==> src/rtl/ltssm_pkg.sv <==
// Shared LTSSM encodings: substates seen by RxLTSSM/TxLTSSM, controller states,
// timeout classes and the per-substate timeout/fallback lookups.
package ltssm_pkg;

    typedef enum logic [3:0] {
        SS_DETECT_QUIET   = 4'd0,
        SS_DETECT_ACTIVE  = 4'd1,
        SS_POLLING_ACTIVE = 4'd2,
        SS_POLLING_CONFIG = 4'd3,
        SS_CFG_LW_START   = 4'd4,
        SS_CFG_LW_ACCEPT  = 4'd5,
        SS_CFG_LN_WAIT    = 4'd6,
        SS_CFG_LN_ACCEPT  = 4'd7,
        SS_CFG_COMPLETE   = 4'd8,
        SS_CFG_IDLE       = 4'd9,
        SS_L0             = 4'd10
    } substate_e;

    localparam logic [3:0] LAST_LEGAL_SUBSTATE = 4'd10;

    typedef enum logic [1:0] {
        CTRL_IDLE    = 2'd0,
        CTRL_LAUNCH  = 2'd1,
        CTRL_WAIT    = 2'd2,
        CTRL_RESOLVE = 2'd3
    } ctrl_state_e;

    typedef enum logic [1:0] {
        LIM_SHORT  = 2'd0,
        LIM_LONG   = 2'd1,
        LIM_DOUBLE = 2'd2,
        LIM_NONE   = 2'd3
    } limit_sel_e;

    function automatic limit_sel_e limit_sel_of(input logic [3:0] ss);
        case (ss)
            SS_DETECT_QUIET:   return LIM_SHORT;
            SS_POLLING_CONFIG: return LIM_DOUBLE;
            SS_L0:             return LIM_NONE;
            default:           return LIM_LONG;
        endcase
    endfunction

    // Only Detect.Quiet escalates forward; every other timeout restarts detection.
    function automatic logic [3:0] fallback_of(input logic [3:0] ss);
        return (ss == SS_DETECT_QUIET) ? 4'(SS_DETECT_ACTIVE) : 4'(SS_DETECT_QUIET);
    endfunction

endpackage

==> src/rtl/ltssm_timeout_timer.sv <==
// Per-substate WAIT timer: cleared on launch, counts enabled cycles and flags the
// cycle whose increment reaches the selected limit.
module ltssm_timeout_timer
    import ltssm_pkg::*;
#(
    parameter int TIMEOUT_SHORT = 12,
    parameter int TIMEOUT_LONG  = 24,
    parameter int TIMER_W       = 6
) (
    input  logic       clk,
    input  logic       reset,
    input  logic       clear_i,
    input  logic       enable_i,
    input  logic [1:0] limit_sel_i,
    output logic       expired_o
);

    logic [TIMER_W-1:0] count_q;
    logic [TIMER_W-1:0] count_d;
    logic [TIMER_W-1:0] limit;
    logic               active;

    always_comb begin
        case (limit_sel_i)
            LIM_SHORT:  limit = TIMER_W'(TIMEOUT_SHORT);
            LIM_LONG:   limit = TIMER_W'(TIMEOUT_LONG);
            LIM_DOUBLE: limit = TIMER_W'(2 * TIMEOUT_LONG);
            default:    limit = '0;
        endcase
    end

    // L0 holds the count still so a long stay can never wrap into a false expiry.
    assign active    = enable_i && (limit_sel_i != LIM_NONE);
    assign expired_o = active && ((count_q + TIMER_W'(1)) == limit);

    always_comb begin
        count_d = count_q;
        if (clear_i) begin
            count_d = '0;
        end else if (active) begin
            count_d = count_q + TIMER_W'(1);
        end
    end

    always_ff @(posedge clk) begin
        if (reset) begin
            count_q <= '0;
        end else begin
            count_q <= count_d;
        end
    end

endmodule

==> src/rtl/ltssm_substate_sequencer.sv <==
// LTSSM top sequencer: launches each substate, collects Rx/Tx finish, applies the
// per-substate timeout fallback and drives linkUp. All outputs are registered.
module ltssm_substate_sequencer
    import ltssm_pkg::*;
#(
    parameter int TIMEOUT_SHORT = 12,
    parameter int TIMEOUT_LONG  = 24,
    parameter int TIMER_W       = 6
) (
    input  logic       clk,
    input  logic       reset,
    input  logic       rxFinish,
    input  logic [3:0] rxExitTo,
    input  logic       txFinish,
    output logic [3:0] substate,
    output logic       start,
    output logic       forceDetect,
    output logic       exitError,
    output logic       linkUp,
    output logic       timeoutFired
);

    ctrl_state_e state_q, state_d;
    logic [3:0]  substate_q, substate_d;
    logic [3:0]  next_q, next_d;
    logic [3:0]  exit_q, exit_d;
    logic        rx_done_q, rx_done_d;
    logic        tx_done_q, tx_done_d;
    logic        timeout_q, timeout_d;
    logic        start_q, start_d;
    logic        force_q, force_d;
    logic        err_q, err_d;
    logic        link_q, link_d;
    logic        tfired_q, tfired_d;

    logic        timer_clear;
    logic        timer_enable;
    logic        timer_expired;
    logic [1:0]  limit_sel;
    logic        rx_now;
    logic        tx_now;
    logic [3:0]  exit_now;
    logic [3:0]  launch_sub;

    assign limit_sel = limit_sel_of(substate_q);

    ltssm_timeout_timer #(
        .TIMEOUT_SHORT(TIMEOUT_SHORT),
        .TIMEOUT_LONG (TIMEOUT_LONG),
        .TIMER_W      (TIMER_W)
    ) u_timer (
        .clk        (clk),
        .reset      (reset),
        .clear_i    (timer_clear),
        .enable_i   (timer_enable),
        .limit_sel_i(limit_sel),
        .expired_o  (timer_expired)
    );

    // A finish arriving this cycle counts as if already latched.
    assign rx_now     = rx_done_q | rxFinish;
    assign tx_now     = tx_done_q | txFinish;
    assign exit_now   = rx_done_q ? exit_q : rxExitTo;
    assign launch_sub = (next_q > LAST_LEGAL_SUBSTATE) ? 4'(SS_DETECT_QUIET) : next_q;

    always_comb begin
        state_d      = state_q;
        substate_d   = substate_q;
        next_d       = next_q;
        exit_d       = exit_q;
        rx_done_d    = rx_done_q;
        tx_done_d    = tx_done_q;
        timeout_d    = timeout_q;
        start_d      = 1'b0;
        force_d      = 1'b0;
        err_d        = 1'b0;
        link_d       = link_q;
        tfired_d     = 1'b0;
        timer_clear  = 1'b0;
        timer_enable = 1'b0;

        case (state_q)
            CTRL_IDLE: begin
                state_d    = CTRL_LAUNCH;
                substate_d = 4'(SS_DETECT_QUIET);
                start_d    = 1'b1;
                link_d     = 1'b0;
            end
            CTRL_LAUNCH: begin
                rx_done_d   = 1'b0;
                tx_done_d   = 1'b0;
                timer_clear = 1'b1;
                state_d     = CTRL_WAIT;
            end
            CTRL_WAIT: begin
                timer_enable = 1'b1;
                // Completion is checked first so it beats a same-cycle expiry.
                if (rx_now && tx_now) begin
                    state_d   = CTRL_RESOLVE;
                    next_d    = exit_now;
                    timeout_d = 1'b0;
                    err_d     = (exit_now > LAST_LEGAL_SUBSTATE);
                end else begin
                    if (rxFinish && !rx_done_q) begin
                        rx_done_d = 1'b1;
                        exit_d    = rxExitTo;
                    end
                    if (txFinish) begin
                        tx_done_d = 1'b1;
                    end
                    if (timer_expired) begin
                        state_d   = CTRL_RESOLVE;
                        next_d    = fallback_of(substate_q);
                        timeout_d = 1'b1;
                        tfired_d  = 1'b1;
                    end
                end
            end
            CTRL_RESOLVE: begin
                state_d    = CTRL_LAUNCH;
                substate_d = launch_sub;
                start_d    = 1'b1;
                force_d    = timeout_q;
                link_d     = (launch_sub == SS_L0);
            end
            default: begin
                state_d = CTRL_IDLE;
            end
        endcase
    end

    always_ff @(posedge clk) begin
        if (reset) begin
            state_q    <= CTRL_IDLE;
            substate_q <= '0;
            next_q     <= '0;
            exit_q     <= '0;
            rx_done_q  <= 1'b0;
            tx_done_q  <= 1'b0;
            timeout_q  <= 1'b0;
            start_q    <= 1'b0;
            force_q    <= 1'b0;
            err_q      <= 1'b0;
            link_q     <= 1'b0;
            tfired_q   <= 1'b0;
        end else begin
            state_q    <= state_d;
            substate_q <= substate_d;
            next_q     <= next_d;
            exit_q     <= exit_d;
            rx_done_q  <= rx_done_d;
            tx_done_q  <= tx_done_d;
            timeout_q  <= timeout_d;
            start_q    <= start_d;
            force_q    <= force_d;
            err_q      <= err_d;
            link_q     <= link_d;
            tfired_q   <= tfired_d;
        end
    end

    assign substate     = substate_q;
    assign start        = start_q;
    assign forceDetect  = force_q;
    assign exitError    = err_q;
    assign linkUp       = link_q;
    assign timeoutFired = tfired_q;

endmodule

==> config.mk <==
export PLATFORM = sky130hd
export DESIGN_NAME = ltssm_substate_sequencer
export DESIGN_NICKNAME = d
export VERILOG_FILES = /design/src/rtl/ltssm_pkg.sv /design/src/rtl/ltssm_timeout_timer.sv /design/src/rtl/ltssm_substate_sequencer.sv
export SDC_FILE = /design/constraint.sdc
export NUM_CORES = 1
export LEC_CHECK = 0
export CAP_MARGIN = 20
export CORE_MARGIN = 2
export CORE_UTILIZATION = 50
export DETAILED_ROUTE_END_ITERATION = 10
export PLACE_DENSITY = 0.79
export SETUP_SLACK_MARGIN = 0.05
export SLEW_MARGIN = 10
export SYNTH_ARGS = -nofsm -noshare
export SYNTH_HDL_FRONTEND = slang
export SYNTH_HIERARCHICAL = 1
export SYNTH_SLANG_ARGS = --single-unit
==> constraint.sdc <==
create_clock -name clk -period 6.6 [get_ports clk]
set_clock_uncertainty 0.2 [all_clocks]
set_input_delay 1.32 -clock clk [delete_from_list [all_inputs] [get_ports clk]]
set_output_delay 1.32 -clock clk [all_outputs]
set_load 0.01 [all_outputs]
* Word-level counts from Yosys, hierarchy flattened
Cells that the tools add are included.
** Cells by class
- $lt $le $gt $ge :: 2
- Mux-type cells :: 24
- $add $sub $neg :: 1
- Bitwise gates (word level) :: 5
- Equal/unequal tests :: 14
- Reduce and logical (&&, ||, !) cells :: 20
** Operators with widths (count)
- $pmux 6 s3 :: 1
- $mux 4 :: 4
- $pmux 2 s3 :: 2
- $mux 1 :: 11
- $reduce_and 3->1 :: 3
- $eq 4x4->1 const B :: 2
- $gt 4x4->1 const B :: 2
- $ne 2x2->1 const B :: 4
- $pmux 4 s2 :: 1
- $add 6x1->6 const B :: 1
- $eq 2x2->1 const B :: 3
- $eq 6x6->1 :: 1
- $pmux 1 s2 :: 3
- $reduce_bool 2->1 :: 3
- $reduce_or 2->1 :: 3
- $reduce_or 3->1 :: 2
- $eq 2x1->1 const B :: 2
- $eq 4x2->1 const B :: 1
- $logic_and 1x1->1 :: 4
- $logic_not 2->1 :: 2
- $logic_not 4->1 :: 1
- $mux 2 :: 2
- $ne 3x3->1 const B :: 1
- $not 1->1 :: 3
- other kinds (3) :: 4
** Word-level totals
- Output and inout bits :: 9
- Input port bits :: 8
- Register bits after elaboration :: 28
- Word-level logic and storage cells :: 79

* Longest topological paths before layout
- Word-level depth :: 9
- Gate-level depth with buffers :: 10
- Depth with buffers taken out :: 10

* Hierarchy
The synthesis kept the hierarchy.
** Modules (own cells, without submodules)
- ltssm_substate_sequencer :: area each 1067.3 um^2, instances 1, seq. area each 440.4 um^2, cells each 114
- ltssm_timeout_timer :: area each 491.7 um^2, instances 1, seq. area each 120.1 um^2, cells each 53

* Worst setup path before layout
No wires, ideal clock.
- Kind :: reg-to-reg
- Start :: register substate_q[0] (netlist: substate[0])
- End :: register state_q[0]
- Path buffers :: 0
- Arrival :: 2.310 ns
- Setup time :: 0.123 ns
- Cell stages (with the launch flop) :: 11
- Path slack :: 3.967 ns
- Clock period less this slack :: 2.633 ns
- Cells stage by stage :: dfxtp_1 > xor2_1 > or3_1 > inv_1 > ha_1 > xnor2_1 > xnor2_1 > nand4_1 > nor3_2 > nor3b_2 > mux2_1
** Between the ends
- Cells in the longest elaborated chain, start to end :: 7
- Elaborated cells between the ends (all ways) :: 13
** Ends and longest elaborated chain
- from (decl) :: line ltssm_substate_sequencer.sv:24 : logic [3:0] substate_q, substate_d;
- from (signal assigned) :: line ltssm_substate_sequencer.sv:148 : substate_q <= substate_d;
- $eq 4x4->1 (tied with other cells) :: line ltssm_pkg.sv:36 : case (ss)
- $pmux 2 s3 (*) :: line ltssm_pkg.sv:36
- net limit_sel[0] :: line ltssm_substate_sequencer.sv:39 : logic [1:0] limit_sel;
- $eq 2x2->1 (tied with other cells) :: line ltssm_timeout_timer.sv:24 : case (limit_sel_i)
- $pmux 6 s3 :: line ltssm_timeout_timer.sv:24
- $eq 6x6->1 :: line ltssm_timeout_timer.sv:34 : assign expired_o = active && ((count_q + TIMER_W'(1)) == limit);
- $logic_and 1x1->1 (*) :: line ltssm_timeout_timer.sv:34
- net timer_expired :: line ltssm_substate_sequencer.sv:38 : logic timer_expired;
- $ne 3x3->1 (no line) (*)
- to (signal assigned) :: line ltssm_substate_sequencer.sv:147 : state_q <= state_d;
- to (decl) :: line ltssm_substate_sequencer.sv:23 : ctrl_state_e state_q, state_d;
The timed path passes the listed nets; every way through them passes the cells marked *.
A chain may end at the register's enable or synchronous reset.

* Final worst setup path
Same ends and word-level chain as after synthesis.

==> flow_metrics.py <==
metrics = {
    "timing": {
        "rsz0062_at_grt": "no",
        "setup_viol": 0,
        "hold_viol": 0,
        "min_period_over_period_pct": 45.2,
        "fin_crit_ns": 2.98,
        "drv_slew": 0,
        "tns_ns": 0,
        "tightestPinTransition_ns": 0.809,
        "relSlewSlack_pct": 45.9,
        "max_clock_freq_mhz": 335,
    },
    "drt": {
        "wl_met3_um": 80,
        "wl_per_cell_um": 13.6,
        "highest_layer": "met4",
        "drtIter0Drc": 28,
        "met2_length_mm": 1.52,
        "firstDrtPassIters": 4,
        "drc": 0,
        "routed_via_density": 5.68,
        "drt_wl_total_mm": 2.85,
        "m1WireLength_mm": 1.20,
        "via_count": 1193,
        "ant_nets": 0,
    },
    "yosys": {
        "ys_top_cells_by_area": "dfxtp_1 (36%), ha_1 (9.6%), a21oi_1 (4.2%)",
        "synth-seq-cells": 28,
        "yosysUniqueCellTypes": 47,
        "yosys.area.top_type_share_pct": 36.0,
        "synthArstFlopShare_pct": 0,
        "yosys.area_share.simple_pct": 20.7,
        "synthXorXnorAreaFrac_pct": 8.91,
        "synth_edf_count": 0,
        "synth_top_family_by_area": "simple AND/OR/NAND/NOR gates",
        "synth.largest_area_cell": "dfxtp_1",
        "synthMuxAreaShare_pct": 3.37,
        "synth_flop_cell": "dfxtp_1",
        "avgSynthCellArea_sq_um": 9.34,
        "netlist_area_sq_um": 1560,
        "yosysWarnings": 6,
        "synth-compound-area-share_pct": 15.1,
        "synth_fp_nets": 187,
        "yosysSeqAreaShare_pct": 36.0,
        "synthAdderAreaFrac_pct": 9.63,
        "netlist_instances": 167,
    },
    "place": {
        "dpl.hpwl_mm": 2.19,
        "gp_congestion": 0.792,
        "dp.cells": 206,
        "post_dp_cell_area_sq_um": 1700,
        "io_buffers": 16,
    },
    "final_layout": {
        "mostFrequentLayoutCell": "dfxtp_1",
        "final_area_sq_um": 1750,
        "nFillCells": 275,
        "fin_nets": 198,
        "diodes": 0,
        "areaGrowthSynthToFinish_pct": 12.1,
        "final_cell_count_no_fill": 210,
        "drive_gt1_share_pct": 7.34,
        "mostFrequentLayoutCells": "dfxtp_1 (28), clkdlybuf4s50_1 (16), a21oi_1 (13), nor2_1 (13), ha_1 (12)",
    },
    "clocking": {
        "clockBufferDepth": 2,
        "numCtsBuffers": 3,
        "cts-resized-gates": 0,
        "cts_max_level": 1,
        "clock_sinks": 28,
        "clk_pin_slew_ns": 0.15,
        "post_cts_buffers": 0,
        "hold_buffers": 0,
        "cts_tree": "done",
        "cts-root-buf": "clkbuf_4",
        "clk_latency_ns": 0.32,
    },
    "hold_path": {
        "min_from": "linkUp",
        "hold_path.class": "register to register",
    },
    "setup_path": {
        "critPathLaunchType": "register",
        "cp-end-kind": "register",
        "slowest_delay_ns": 0.45,
        "path_cells": "xnor2_1, nor3_1, inv_1, ha_1, xnor2_1, xnor2_1, nand4_1, nor3_2, nor3b_2, mux2_1",
        "cp_max_fo": 5,
        "cp.required_ns": 6.62,
        "crit_type": "register to register",
        "arrival_ns": 3.01,
        "crit_path_top_delay_cell": "dfxtp_1",
        "worstSetupStartpoint": "substate[0]",
        "rr_startpoint": "substate[0]",
        "path_common_cell": "xnor2_1",
    },
    "status": {
        "outcome": "completed",
    },
    "global_routing": {
        "grtUsageTotal_pct": 17.0,
        "grt_max_degree": 25,
        "grt-ovfl-total": 0,
        "first_global_vias": 1137,
        "antenna_found_initial": 0,
        "grt_pass1_wl_mm": 4.63,
    },
    "die": {
        "rows": 20,
        "core-area_sq_um": 3000,
        "io_pins": 17,
        "dieHeight_um": 59.8,
        "die_w_um": 59.8,
        "start_util_pct": 51.9,
        "dieArea_sq_um": 3580,
    },
    "job": {
        "maxCapViolCount": 0,
    },
    "power_and_ir_drop": {
        "ir_worst_vdd_mv": 0.109,
        "leakagePower_uw": 0.000640,
        "p_per_area_nw_per_um2": 241,
    },
}
area by class of cell:
cell class	instances	area, sq um	share of cell area (%)
clock buffers	3	22.5	1.29
well taps	33	41.3	2.36
multi-input cells	120	900	51.5
inverters	9	33.8	1.93
clock inverters	1	30.0	1.72
repair buffers	16	160	9.16
flip-flops and latches	28	561	32.1
critical path, delay by kind of cell, from the launching register on:
kind,cells,cell delay (ns)
AND/OR/NAND/NOR,4,0.98
flip-flops,1,0.45
XOR/XNOR,3,0.44
multiplexers,1,0.33
adder cells (fa/ha/maj),1,0.32
buffers and inverters,1,0.15
kinds of logic (layout without fill, tap and decap cells):
logic type / count (synthesis) / in the layout
AND/OR/NAND/NOR: 53 / 53
AO/OA/AOI/OAI: 35 / 35
buffers and inverters: 19 / 29
XOR/XNOR: 15 / 15
adder cells (fa/ha/maj): 12 / 12
flip-flops: 28 / 28
multiplexers: 5 / 5
power by group:
| group | switching (uW) | leakage (uW) | internal (uW) | total [uW] |
|---|---|---|---|---|
| combinational | 61.8 | 0.000385 | 51.7 | 114 |
| sequential | 14.8 | 0.000227 | 183 | 198 |
| clock | 49.0 | 0.0000279 | 61.4 | 110 |
through the flow:
| step | total power, uW | utilization [%] | hold WS (ns) | setup WS (ns) |
|---|---|---|---|---|
| 2_1_floorplan | 289 | - | 0.253 | 3.97 |
| 3_3_place_gp | 311 | 56.5 | 0.260 | 3.51 |
| 3_5_place_dp | 316 | 56.5 | 0.271 | 3.41 |
| 4_1_cts | 427 | 58.2 | 0.293 | 3.61 |
| 5_1_grt | 448 | 58.2 | 0.315 | 3.41 |
| 6_report | 422 | 58.2 | 0.286 | 3.62 |
registers in the layout, summed over array words and instances, names as in the netlist:
register         flops
u_timer/count_q      6
exit_q               4
next_q               4
substate             4
state_q              2
exitError            1
forceDetect          1
linkUp               1
rx_done_q            1
start                1
timeoutFired         1
timeout_q            1
tx_done_q            1
metal layers:
layer  vias to the layer above  global-route usage [%]
met3                         6                    1.95
met5                         -                       0
met1                       558                    19.0
met4                         0                    7.30
met2                        21                    32.0
li1                        608                       -
path summary, 6_finish.rpt:
kind,slack [ns],cells past startpoint,endpoint
max,3.62,10,state_q[0]
max reg2reg,3.62,10,state_q[0]
min reg2reg,0.29,2,linkUp
min,0.29,2,linkUp
cell usage after synthesis, types with 2 or more instances:
master and instances:
clkbuf_1 3, buf_6 3, buf_2 4, xnor2_1 7, ha_1 12, nor2b_1 3
inv_1 9, nand4_1 7, nor2_1 13, and3_1 2, xor2_1 7, nor3_1 2
o32ai_1 4, nand2_1 5, o31ai_1 2, mux2i_1 3, or2b_1 2, nand3_1 6
a21oi_1 13, o21ai_1 4, nand2b_1 3, dfxtp_1 28
(Power assumes the default switching activity.)
